`src/rtl/if_stage.sv`:
```
// if_stage: instruction fetch stage.
//
// This module owns the program counter. It fetches instructions from
// instruction memory using a req/gnt/rvalid handshake. The fetched
// instruction is held stable until the core asserts advance. The PC then
// steps to pc+4 or to the branch/jump target.
//
// Ports
//   clk, rst_n        core clock; asynchronous active-low reset
//   imem_req/addr     fetch request (high only in FETCH) and its address (= pc)
//   imem_gnt          memory accepted the request this cycle
//   imem_rvalid/rdata response strobe and instruction word
//   instr, op         held instruction and its opcode field instr[6:0]
//   instr_valid       instr is fetched and not yet retired
//   pc, pc_plus4      address of instr and its pc+4 link value
//   advance           core is done with instr; step the PC
//   pcsrc, pc_target  next-PC select (1 = pc_target) and branch/jump target
//   instret           retired-instruction counter (wraps)
//
// state    | meaning
// ---------+-------------------------------------------------------------
// ST_FETCH | request driven at pc; waiting for gnt
// ST_WAIT  | request granted; waiting for rvalid
// ST_EXEC  | instr held for the core; waiting for advance
module if_stage #(
    parameter int                XLEN     = 32,
    parameter logic [XLEN-1:0]   RESET_PC = 32'h0000_0000
) (
    input  logic            clk,
    input  logic            rst_n,
    output logic            imem_req,
    output logic [XLEN-1:0] imem_addr,
    input  logic            imem_gnt,
    input  logic            imem_rvalid,
    input  logic [31:0]     imem_rdata,
    output logic [31:0]     instr,
    output logic [6:0]      op,
    output logic            instr_valid,
    output logic [XLEN-1:0] pc,
    output logic [XLEN-1:0] pc_plus4,
    input  logic            advance,
    input  logic            pcsrc,
    input  logic [XLEN-1:0] pc_target,
    output logic [31:0]     instret
);

    typedef enum logic [1:0] {
        ST_FETCH = 2'd0,
        ST_WAIT  = 2'd1,
        ST_EXEC  = 2'd2
    } state_e;

    localparam logic [31:0]     NOP_INSTR = 32'h0000_0013;
    // Clears bits [1:0]; there is no compressed ISA, so targets are word aligned.
    localparam logic [XLEN-1:0] WORD_MASK = {{(XLEN-2){1'b1}}, 2'b00};
    localparam logic [XLEN-1:0] FOUR      = {{(XLEN-3){1'b0}}, 3'b100};

    state_e          state_q, state_d;
    logic            req_q, req_d;
    logic [XLEN-1:0] pc_q, pc_d;
    logic [31:0]     instr_q, instr_d;
    logic            valid_q, valid_d;
    logic [31:0]     instret_q, instret_d;

    always_comb begin
        state_d   = state_q;
        pc_d      = pc_q;
        instr_d   = instr_q;
        valid_d   = valid_q;
        instret_d = instret_q;

        case (state_q)
            ST_FETCH: begin
                // Without gnt, any rvalid belongs to an abandoned request.
                if (imem_gnt) begin
                    if (imem_rvalid) begin
                        instr_d = imem_rdata;
                        valid_d = 1'b1;
                        state_d = ST_EXEC;
                    end else begin
                        state_d = ST_WAIT;
                    end
                end
            end
            ST_WAIT: begin
                if (imem_rvalid) begin
                    instr_d = imem_rdata;
                    valid_d = 1'b1;
                    state_d = ST_EXEC;
                end
            end
            ST_EXEC: begin
                // instr is deliberately left as-is; only valid drops.
                if (advance) begin
                    pc_d      = (pcsrc ? pc_target : pc_plus4) & WORD_MASK;
                    valid_d   = 1'b0;
                    instret_d = instret_q + 32'd1;
                    state_d   = ST_FETCH;
                end
            end
            default: state_d = ST_FETCH;
        endcase

        // Registered request: high in exactly the cycles where state is FETCH.
        req_d = (state_d == ST_FETCH);
    end

    always_ff @(posedge clk or negedge rst_n) begin
        if (!rst_n) begin
            state_q   <= ST_FETCH;
            req_q     <= 1'b1;
            pc_q      <= RESET_PC;
            instr_q   <= NOP_INSTR;
            valid_q   <= 1'b0;
            instret_q <= 32'd0;
        end else begin
            state_q   <= state_d;
            req_q     <= req_d;
            pc_q      <= pc_d;
            instr_q   <= instr_d;
            valid_q   <= valid_d;
            instret_q <= instret_d;
        end
    end

    assign imem_req    = req_q;
    assign imem_addr   = pc_q;
    assign pc          = pc_q;
    assign pc_plus4    = pc_q + FOUR;
    assign instr       = instr_q;
    assign op          = instr_q[6:0];
    assign instr_valid = valid_q;
    assign instret     = instret_q;

endmodule

```
`config.mk`:
```
export PLATFORM = sky130hd
export DESIGN_NAME = if_stage
export DESIGN_NICKNAME = d
export VERILOG_FILES = /design/src/rtl/if_stage.sv
export SDC_FILE = /design/constraint.sdc
export NUM_CORES = 1
export LEC_CHECK = 0
export CAP_MARGIN = 20
export CELL_PAD_IN_SITES_DETAIL_PLACEMENT = 1
export CELL_PAD_IN_SITES_GLOBAL_PLACEMENT = 1
export CORE_MARGIN = 2
export CORE_UTILIZATION = 30
export DETAILED_ROUTE_END_ITERATION = 7
export PLACE_DENSITY_LB_ADDON = 0.1
export SLEW_MARGIN = 5
export SYNTH_ARGS = -nofsm -noshare
export SYNTH_HDL_FRONTEND = slang
export SYNTH_SLANG_ARGS = --single-unit
```
`constraint.sdc`:
```
create_clock -name clk -period 6.87 [get_ports clk]
set_input_delay 1.374 -clock clk [delete_from_list [all_inputs] [get_ports clk]]
set_output_delay 1.374 -clock clk [all_outputs]
set_load 0.05 [all_outputs]
```
==> results.txt <==
Initial Util - 30.80%
Wire per inst - 18.12 µm
Hold_buf cts - 0
CORE AREA - 0.01736 mm²
Max clock buf depth - 2
Vias in the first global route - 4,922
Post-synthesis to final-layout area growth - 47.47%
Initial antenna violation count - 0
Post-CTS Setup Inserts - 0
Power per cell area - 452.8 mW/mm²
WP buf/inv - 1
Detailed placer's ending HPWL - 12.32 mm
Largest net degree at the start of global routing - 71
Clk slew on worst S/H paths - 0.07 ns
Slew Limit Fails - 0
Fillers - 1,898
Slowest-stage cell, CP - clkdlybuf4s50_1
WP data arrival - 3.40 ns
Outcome - complete, no violations
Critical path class - reg -> out
Maximum vdd drop - 225.8 µV
CP peak stage delay - 0.85 ns
Remaining Overflow, GRT - 0
CP Capture Type - primary output
Post-Syn Instances - 534
Sink Count - 98
Avg Cell Area, Syn - 10.01 µm²
Placer Congestion - 0.7926
CP startpoint kind - flop
Root buffer cell - clkbuf_16
Post-synth EDFFs - 0
Busiest grt layer - met2
Total negative slack - 0 ns
WL final - 17.09 mm
#FFs+latches synth - 98
Setup violations, final - 0
Reg2reg path depth - 6
Worst path required time - 5.50 ns
Die Height - 137.5 µm
Yosys cell types - 50
Min Hold Slack - 0.4777 ns
Clock skew - 0.008527 ns
First-pass GRT wire length - 26.48 mm
Commonest non-fill, non-tap cells in the layout - 228 x clkdlybuf4s50_1, 94 x dfrtp_1, 41 x nand2_1, 41 x xnor2_1, 34 x nand3_1
Site Rows - 48
Worst-path fanout max - 9
Routed vias - 4,742
RSZ-0062 raised after global routing - false
Async set or reset register ratio after synthesis - 100.0%
Slew HR - 37.19%
Period minus WS final - 4.777 ns
Routing usage on met3 - 3.937%
Starting DRC count in detailed routing - 183
Hold Violations, Final - 0
CTS tree - yes
TritonCTS Buffers - 9
# resized after CTS - 0
Sequential area share after synthesis - 45.97%
Reg-to-reg slack, setup - 4.45 ns
Synth Warn # - 0
IO buf count - 230
I/O pin cnt - 239
Met1 GRT Util - 22.13%
Final ANT Viol Nets - 0
Die area - 0.01890 mm²
Die Wd - 137.5 µm
Worst-Margin Slew - 0.9421 ns
Final nets - 785
Syn Std Cell Area - 0.005345 mm²
Hold Path Class - reg -> reg
Ys flop type - dfrtp_1
H-tree depth - 3
Grt met2 use - 31.45%
Commonest non-fill, non-tap cell in the layout - clkdlybuf4s50_1
Crit-path cells - ha_1 > nand2_1 > or3_1 > nor3_4 > and3_1 > xnor2_1 > clkdlybuf4s50_1
Hold path depth - 1
Critical path depth - 7
Via-per-instance ratio - 5.029
Number of iterations in the first detailed-routing pass - 4
Max Cap Viol - 0
Top delay family on crit path - simple AND/OR/NAND/NOR gates
Clock Latency Late Sink - 0.35 ns
Pleak - 3.219 nW
Layout cells sized above 1 - 9.471%
GR Util All Layers - 18.00%
FMAX - 0.2094 GHz
DRC viols - 0
ANT cells - 0
Final cycle utilization of the critical path - 69.53%
-- metrics by stage --
step / setup slack [ns] / utilization [%] / cell area [µm²] / total power, mW / std cells
after global routing: 1.903 / 45.42 / 7883 / 3.715 / 943
after CTS: 2.036 / 45.26 / 7855 / 3.605 / 942
final: 2.093 / 45.42 / 7883 / 3.569 / 943
after floorplan: 2.736 / - / 5364 / 2.397 / 539
after detailed placement: 2.443 / 43.40 / 7532 / 3.039 / 926
after global placement: 2.540 / 43.40 / 7532 / 3.007 / 926
-- where the power goes --
group | internal, mW | leakage (nW) | switching (mW)
registers | 0.722 | 1.19 | 0.224
logic | 0.686 | 1.87 | 1.38
clock network | 0.316 | 0.160 | 0.237
total | 1.72 | 3.22 | 1.85
-- logic make-up after synthesis --
group / share of synthesized area, %
AOI/OAI and AO/OA: 9.106
other: 0.07016
DFF: 45.97
and+or+nand+nor: 18.80
buffers and inverters: 8.801
adders and majority gates: 0.4681
xor gates and xnor gates: 9.667
muxes: 7.116
-- state kept, by name, summed over array words and instances (netlist names) --
signal / flops
instr: 32
instret: 32
imem_addr: 30
state_q: 2
imem_req: 1
instr_valid: 1
-- cell usage after synthesis (all sizes together) (3+ instances only) --
| cell type | instances | area, µm² |
|---|---|---|
| or4 | 3 | 22.52 |
| a2bb2oi | 6 | 52.55 |
| nand2 | 41 | 153.9 |
| and3 | 18 | 112.6 |
| xor2 | 18 | 157.7 |
| o22ai | 6 | 37.54 |
| xnor2 | 41 | 359.1 |
| nor4 | 9 | 101.4 |
| a31oi | 6 | 37.54 |
| clkbuf | 21 | 80.07 |
| mux2 | 32 | 360.4 |
| o2bb2ai | 3 | 26.28 |
| inv | 7 | 26.28 |
| o21a | 3 | 22.52 |
| nor2 | 30 | 112.6 |
| o21ai | 18 | 90.09 |
| nor3 | 13 | 86.34 |
| buf | 51 | 360.4 |
| dfstp | 4 | 105.1 |
| o22a | 3 | 26.28 |
| a21oi | 21 | 105.1 |
| a22oi | 5 | 37.54 |
| nand4 | 21 | 146.4 |
| nand3 | 34 | 170.2 |
| dfrtp | 94 | 2352 |
-- metal layers --
| layer | part of all wire [%] | vias to the layer above | wire length, µm |
|---|---|---|---|
| met5 | 0 | - | 0 |
| met4 | 1.0 | 0 | 174 |
| met3 | 6.0 | 13 | 1019 |
| met2 | 51 | 131 | 8664 |
| met1 | 42 | 2398 | 7229 |
| li1 | - | 2200 | - |
-- layout make-up --
cell class,instances,area (µm²),area share (%)
tap,225,281.5,3.571
sequential,98,2457,31.17
inverter,8,30.03,0.3810
clock inverter,4,56.30,0.7143
multi-input combinational,361,2439,30.94
timing repair buffer,235,2352,29.84
clock buffer,12,266.5,3.381
-- path summary, 6_finish.rpt --
check / endpoint / from
worst max-delay path: pc_plus4[20] / imem_addr[2]$_DFFE_PN0P_
worst min-delay path: instret[31]$_DFFE_PN0P_ / instret[31]$_DFFE_PN0P_
worst max register to register: imem_addr[28]$_DFFE_PN0P_ / imem_addr[2]$_DFFE_PN0P_
worst min register to register: instret[31]$_DFFE_PN0P_ / instret[31]$_DFFE_PN0P_
max in group asynchronous: instret[11]$_DFFE_PN0P_ / rst_n
min in group asynchronous: instr[12]$_DFFE_PN0P_ / rst_n
Note: power is estimated with default switching activity, not from simulation.
